[src/rtl/librotator_pkg.sv]
// ============================================================================
// Module : librotator_pkg
// Brief  : Shared sizing helpers for the pipelined barrel rotators.
// Rev    : 1.0  initial release
// ============================================================================
`default_nettype none

package librotator_pkg;

    function automatic int max(input int a, input int b);
        return (a > b) ? a : b;
    endfunction

    function automatic int rot_parts(input int w, input int s);
        return w / s;
    endfunction

    function automatic int rot_stages(input int w, input int s);
        return $clog2(w / s);
    endfunction

    function automatic int ceil_div(input int a, input int b);
        return (a + b - 1) / b;
    endfunction

endpackage

`default_nettype wire

[src/rtl/rotator_left_slot.sv]
// ============================================================================
// Module : rotator_left_slot
// Brief  : A group of left-rotate mux stages followed by one valid/ready slot.
// Rev    : 1.0  initial release
// ============================================================================
`default_nettype none

module rotator_left_slot #(
    parameter int W      = 32,
    parameter int S      = 1,
    parameter int AW     = 5,
    parameter int FIRST  = 0,
    parameter int COUNT  = 2,
    parameter int TW     = 4,
    parameter int TAG_EN = 0
) (
    input  logic          clk,
    input  logic          reset,
    input  logic          in_valid,
    output logic          in_ready,
    input  logic [W-1:0]  in_data,
    input  logic [AW-1:0] in_amt,
    input  logic [TW-1:0] in_tag,
    output logic          out_valid,
    input  logic          out_ready,
    output logic [W-1:0]  out_data,
    output logic [AW-1:0] out_amt,
    output logic [TW-1:0] out_tag
);

    logic [W-1:0]  w_rot;
    logic          r_valid;
    logic [W-1:0]  r_data;
    logic [AW-1:0] r_amt;

    // Each stage's shift is strictly less than W, so both shift terms are legal.
    always_comb begin
        w_rot = in_data;
        for (int i = 0; i < COUNT; i++) begin
            if (in_amt[FIRST+i]) begin
                w_rot = (w_rot << ((2 ** (FIRST + i)) * S)) |
                        (w_rot >> (W - (2 ** (FIRST + i)) * S));
            end
        end
    end

    assign in_ready = !r_valid || out_ready;

    always_ff @(posedge clk or posedge reset) begin
        if (reset) begin
            r_valid <= 1'b0;
            r_data  <= '0;
            r_amt   <= '0;
        end else if (in_ready) begin
            r_valid <= in_valid;
            if (in_valid) begin
                r_data <= w_rot;
                r_amt  <= in_amt;
            end
        end
    end

    assign out_valid = r_valid;
    assign out_data  = r_data;
    assign out_amt   = r_amt;

    if (TAG_EN != 0) begin : g_tag
        logic [TW-1:0] r_tag;
        always_ff @(posedge clk or posedge reset) begin
            if (reset) begin
                r_tag <= '0;
            end else if (in_ready && in_valid) begin
                r_tag <= in_tag;
            end
        end
        assign out_tag = r_tag;
    end else begin : g_no_tag
        logic w_unused_tag;
        assign w_unused_tag = ^in_tag;
        assign out_tag      = '0;
    end

endmodule

`default_nettype wire

[src/rtl/rotator_left_pipelined.sv]
// ============================================================================
// Module : rotator_left_pipelined
// Brief  : Pipelined valid/ready barrel rotator, rotates left by amt*S bits.
//          Define ROTATOR_LEFT_TAG_EN to add the in_tag/out_tag sideband.
// Rev    : 1.0  initial release
// ============================================================================
`default_nettype none

module rotator_left_pipelined
    import librotator_pkg::*;
#(
    parameter int INPUTWIDTH         = 32,
    parameter int OUTPUTWIDTH        = INPUTWIDTH,
    parameter int SHIFTBITS_PER_STEP = 1,
    parameter int REG_EVERY          = 2,
    parameter int TAGWIDTH           = 4,
    localparam int W      = max(INPUTWIDTH, OUTPUTWIDTH),
    localparam int PARTS  = rot_parts(W, SHIFTBITS_PER_STEP),
    localparam int STAGES = rot_stages(W, SHIFTBITS_PER_STEP),
    localparam int ROTW   = (STAGES > 0) ? STAGES : 1
) (
    input  logic                   clk,
    input  logic                   reset,
    input  logic                   in_valid,
    output logic                   in_ready,
    input  logic [INPUTWIDTH-1:0]  in_data,
    input  logic [ROTW-1:0]        in_rotateLeft,
`ifdef ROTATOR_LEFT_TAG_EN
    input  logic [TAGWIDTH-1:0]    in_tag,
    output logic [TAGWIDTH-1:0]    out_tag,
`endif
    output logic                   out_valid,
    input  logic                   out_ready,
    output logic [OUTPUTWIDTH-1:0] out_data
);

    localparam int NSLOTS = (STAGES > 0) ? ceil_div(STAGES, REG_EVERY) : 1;
`ifdef ROTATOR_LEFT_TAG_EN
    localparam int TAG_EN = 1;
`else
    localparam int TAG_EN = 0;
`endif

    if ((W % SHIFTBITS_PER_STEP) != 0 || (PARTS & (PARTS - 1)) != 0) begin : g_param_err
        $error("rotator_left_pipelined: width must split into a power-of-two number of steps");
    end

    // Slot k sits between chain index k (its input) and k+1 (its output).
    logic [NSLOTS:0]     w_valid;
    logic [NSLOTS:0]     w_ready;
    logic [W-1:0]        w_data [NSLOTS+1];
    logic [ROTW-1:0]     w_amt  [NSLOTS+1];
    logic [TAGWIDTH-1:0] w_tag  [NSLOTS+1];

    assign w_valid[0]      = in_valid;
    assign in_ready        = w_ready[0];
    assign w_amt[0]        = in_rotateLeft;
    assign w_ready[NSLOTS] = out_ready;
    assign out_valid       = w_valid[NSLOTS];

    if (INPUTWIDTH < W) begin : g_zext
        assign w_data[0] = {{(W - INPUTWIDTH){1'b0}}, in_data};
    end else begin : g_no_zext
        assign w_data[0] = in_data;
    end

    // Wrap happens at W inside the slots; only the final result is truncated.
    assign out_data = w_data[NSLOTS][OUTPUTWIDTH-1:0];
    if (OUTPUTWIDTH < W) begin : g_trunc
        logic w_unused_hi;
        assign w_unused_hi = ^w_data[NSLOTS][W-1:OUTPUTWIDTH];
    end

`ifdef ROTATOR_LEFT_TAG_EN
    assign w_tag[0] = in_tag;
    assign out_tag  = w_tag[NSLOTS];
`else
    logic w_unused_tag_tail;
    assign w_tag[0]          = '0;
    assign w_unused_tag_tail = ^w_tag[NSLOTS];
`endif

    logic w_unused_amt_tail;
    assign w_unused_amt_tail = ^w_amt[NSLOTS];

    for (genvar k = 0; k < NSLOTS; k++) begin : g_slot
        localparam int FIRST = k * REG_EVERY;
        localparam int LEFT  = (STAGES > FIRST) ? (STAGES - FIRST) : 0;
        localparam int COUNT = (LEFT < REG_EVERY) ? LEFT : REG_EVERY;

        rotator_left_slot #(
            .W      (W),
            .S      (SHIFTBITS_PER_STEP),
            .AW     (ROTW),
            .FIRST  (FIRST),
            .COUNT  (COUNT),
            .TW     (TAGWIDTH),
            .TAG_EN (TAG_EN)
        ) u_slot (
            .clk       (clk),
            .reset     (reset),
            .in_valid  (w_valid[k]),
            .in_ready  (w_ready[k]),
            .in_data   (w_data[k]),
            .in_amt    (w_amt[k]),
            .in_tag    (w_tag[k]),
            .out_valid (w_valid[k+1]),
            .out_ready (w_ready[k+1]),
            .out_data  (w_data[k+1]),
            .out_amt   (w_amt[k+1]),
            .out_tag   (w_tag[k+1])
        );
    end

endmodule

`default_nettype wire

[config.mk]
export PLATFORM = sky130hd
export DESIGN_NAME = rotator_left_pipelined
export DESIGN_NICKNAME = d
export VERILOG_FILES = /design/src/rtl/librotator_pkg.sv /design/src/rtl/rotator_left_slot.sv /design/src/rtl/rotator_left_pipelined.sv
export SDC_FILE = /design/constraint.sdc
export NUM_CORES = 1
export LEC_CHECK = 0
export CAP_MARGIN = 40
export CORE_ASPECT_RATIO = 1.1
export CORE_MARGIN = 2
export CORE_UTILIZATION = 40
export DETAILED_ROUTE_END_ITERATION = 10
export PLACE_DENSITY = 0.69
export RECOVER_POWER = 25
export SETUP_SLACK_MARGIN = 0.5
export SYNTH_ARGS = -nofsm -noshare
export SYNTH_HDL_FRONTEND = slang
export SYNTH_SLANG_ARGS = --single-unit
[constraint.sdc]
create_clock -name clk -period 3.9 [get_ports clk]
set_clock_uncertainty 0.2 [all_clocks]
set_input_delay 0.78 -clock clk [delete_from_list [all_inputs] [get_ports clk]]
set_output_delay 0.78 -clock clk [all_outputs]
set_load 0.02 [all_outputs]
==> metrics <==
PortBufs=between 70 and 80; failing checks=max-capacitance violations, max-slew violations; Final Util=about half; Starting DRT DRC Count=229; postcts setup bufs=0; fmax=around 0.32 GHz; critical path buffer and inverter count=3; Slew @ Worst Pin=approximately 1.5 ns; post-DP HPWL=~8.6 mm; Overall Global Routing Usage=roughly 16%; dpl cell area=between 0.006 and 0.007 mm²; diode count=0; crit-path cells=dlygate4sd3_1 > nand2b_1 > clkbuf_1 > and2_1 > buf_4 > a21oi_1; Max VDD drop=roughly 0.24 mV; RR Startpoint=g_slot[2].u_slot.out_valid$_DFFE_PP0P_; Rows=46; CTS tree=built; path depth of the worst reg2reg path=5; post-synth top area cell=dfrtp_1; Max Cap Violations=1; syn nets=between 400 and 500; IO Pins=75; fin. max-slew vios=34; crit path DAT=about 3.2 ns; Die Area=0.0154 mm²; setup TNS=0 ns; layout overhead on the synthesized area=19.2%; CP max stage delay=1.03 ns; Warnings, synthesis=0; clock power share=approximately a fifth; family with the most delay on the worst path=buffers and inverters; Initial Utilization=about two fifths; commonest non-fill, non-tap cell in the layout=dfrtp_1; worst skew pair latency=approximately 0.34 ns; post-synthesis sequential area ratio=between 40% and 50%; Comb pwr share=between 30% and 40%; Synth area leaders=dfrtp_1 (45%), mux4_2 (25%), mux2_2 (13%), a21oi_1 (5.5%), mux2i_1 (5.5%); CTS H-Tree Depth=3; Detail Route Antenna Nets=0; initial antenna violation count=0; Remaining DRCs=0; Nets=around 480; min Tclk post-route=approximately 3.2 ns; first-pass GRT wire length=~19 mm; RSZ-0062 raised after global routing=no; Clock Sinks=approximately 100; routed len/inst=18.0 µm; CP Launch Type=input pin; Synth Cell Area=between 0.005 and 0.006 mm²; Synth top area share=roughly 45%; clk root buf=clkbuf_16; fillers=between 1k and 1.5k; die height=130 µm; Final Hold Fails=0; maximum clock insertion buffer count=2; status=finished, violations left; Final GP Congestion=0.795; via density per instance=approximately 5.6; Critical Path RT=~3.9 ns; final WL=11.5 mm; CTS buffer count=9; die width=119 µm; max_slew headroom=-1.78%; hold_sp=g_slot[0].u_slot.out_amt[4]$_DFFE_PP0P_; Syn Inst Count=roughly 380; largest net degree at the start of global routing=41; syn avg cell area=about 15 µm²; Crit. End Element=register; depth of the worst hold-timing path=1; Core Box Area=around 0.014 mm²; Final period util=81.3%; Slowest-stage cell, CP=clkbuf_1; switching share of power=roughly a third; Pint=~2.9 mW; Final setup violation count=0; Yosys reg bits=~100; Seq pwr share=between 40% and 50%; Hold Crit Class=register to register; P_sw=about 1.4 mW; Pre-antenna DRT Iters=5; WS Path Type=input pin to register; Hold EP=g_slot[1].u_slot.out_amt[4]$_DFFE_PP0P_; leak pwr=2.67 nW; GRT Residual Overflow=0; share of layout cells above drive strength 1=between 30% and 40%; final instance area=~0.007 mm²; Max FO, Critical Path=35; r2r endpoint=g_slot[2].u_slot.out_data[24]$_DFFE_PP0P_; R2R Setup Slk=roughly 1.3 ns; number of global-route vias before repair=3513; clk slew on worst S/H paths=~0.070 ns; # resized after CTS=0; Vias=between 3k and 4k; CTS Hold Bufs=0; power per cell area=between 600 and 700 mW/mm²; most frequent cells in the layout=dfrtp_1 (103), clkdlybuf4s50_1 (71), mux2_2 (67); Netlist cell types=20
final cells by class:
cell class                      instances  area [µm²]  share of cell area [%]
Timing Repair Buffer                   88         875                    12.7
Sequential cell                       103        2580                    37.4
Tap cell                              192         240                    3.49
Clock inverter                          5        32.5                   0.472
Clock buffer                           11         253                    3.67
Multi-Input combinational cell        236        2900                    42.1
Inverter                                2        8.76                   0.127
cell usage after synthesis (all sizes together):
master and instances:
a21oi 64, buf 30, o21bai 1, dfrtp 103
mux2 68, nand2b 2, nand4b 1, mux4 64
inv 2, clkbuf 8, and2 1, o21ai 1
nand2 2, mux2i 32
stage by stage:
step | hold WS (ns) | worst slack (ns) | cells | power [mW]
floorplan | 0.252 | 1.66 | 379 | 2.85
global placement | 0.273 | 0.890 | 619 | 3.40
detailed placement | 0.289 | 0.860 | 621 | 3.49
CTS | 0.305 | 0.850 | 637 | 4.35
global route | 0.349 | 0.516 | 637 | 4.55
finish | 0.298 | 0.728 | 637 | 4.30
power groups by stage:
| stage | registers (mW) | logic, mW | clock network, mW |
|---|---|---|---|
| 2_1_floorplan | 1.92 | 0.932 | 0 |
| 5_1_grt | 1.84 | 1.80 | 0.910 |
| 3_3_place_gp | 1.80 | 1.59 | 0 |
| 6_report | 1.78 | 1.67 | 0.851 |
| 4_1_cts | 1.78 | 1.70 | 0.871 |
| 3_5_place_dp | 1.80 | 1.69 | 0 |
state kept, by name, summed over array words and instances (netlist names):
signal                   count
g_slot.u_slot.out_amt        4
g_slot.u_slot.out_valid      3
g_slot.u_slot.out_data      96
metal layers:
metal	global-route usage [%]	wire length, µm	up-vias
li1	-	-	1612
met1	21.3	5280	1867
met2	25.6	5600	97
met3	2.27	421	14
met4	5.60	187	0
met5	0	0	-
worst reg2reg max path, delay by kind of cell, from the launching register on:
| family | cells | cell delay [ns] |
|---|---|---|
| AO/OA/AOI/OAI | 1 | 0.14 |
| buffers and inverters | 2 | 1.34 |
| AND/OR/NAND/NOR | 2 | 0.36 |
| flip-flops | 1 | 0.39 |
worst max-delay path by stage:
stage                          from                                   endpoint  slack [ns]  depth (start not counted)
after floorplan           out_ready    g_slot[0].u_slot.out_amt[4]$_DFFE_PP0P_        1.66                          4
after global placement    out_ready                                   in_ready        0.89                          3
after detailed placement  out_ready                                   in_ready        0.86                          3
after CTS                 out_ready                                   in_ready        0.85                          3
after global routing      out_ready  g_slot[2].u_slot.out_data[21]$_DFFE_PP0P_        0.52                          6
final                     out_ready  g_slot[2].u_slot.out_data[24]$_DFFE_PP0P_        0.73                          6
logic make-up after synthesis:
logic type      share of synthesized area (%)
compound gates                           5.82
buf+inv                                  5.22
simple gates                            0.649
flops                                    44.6
mux                                      43.7
(Power assumes the default switching activity.)
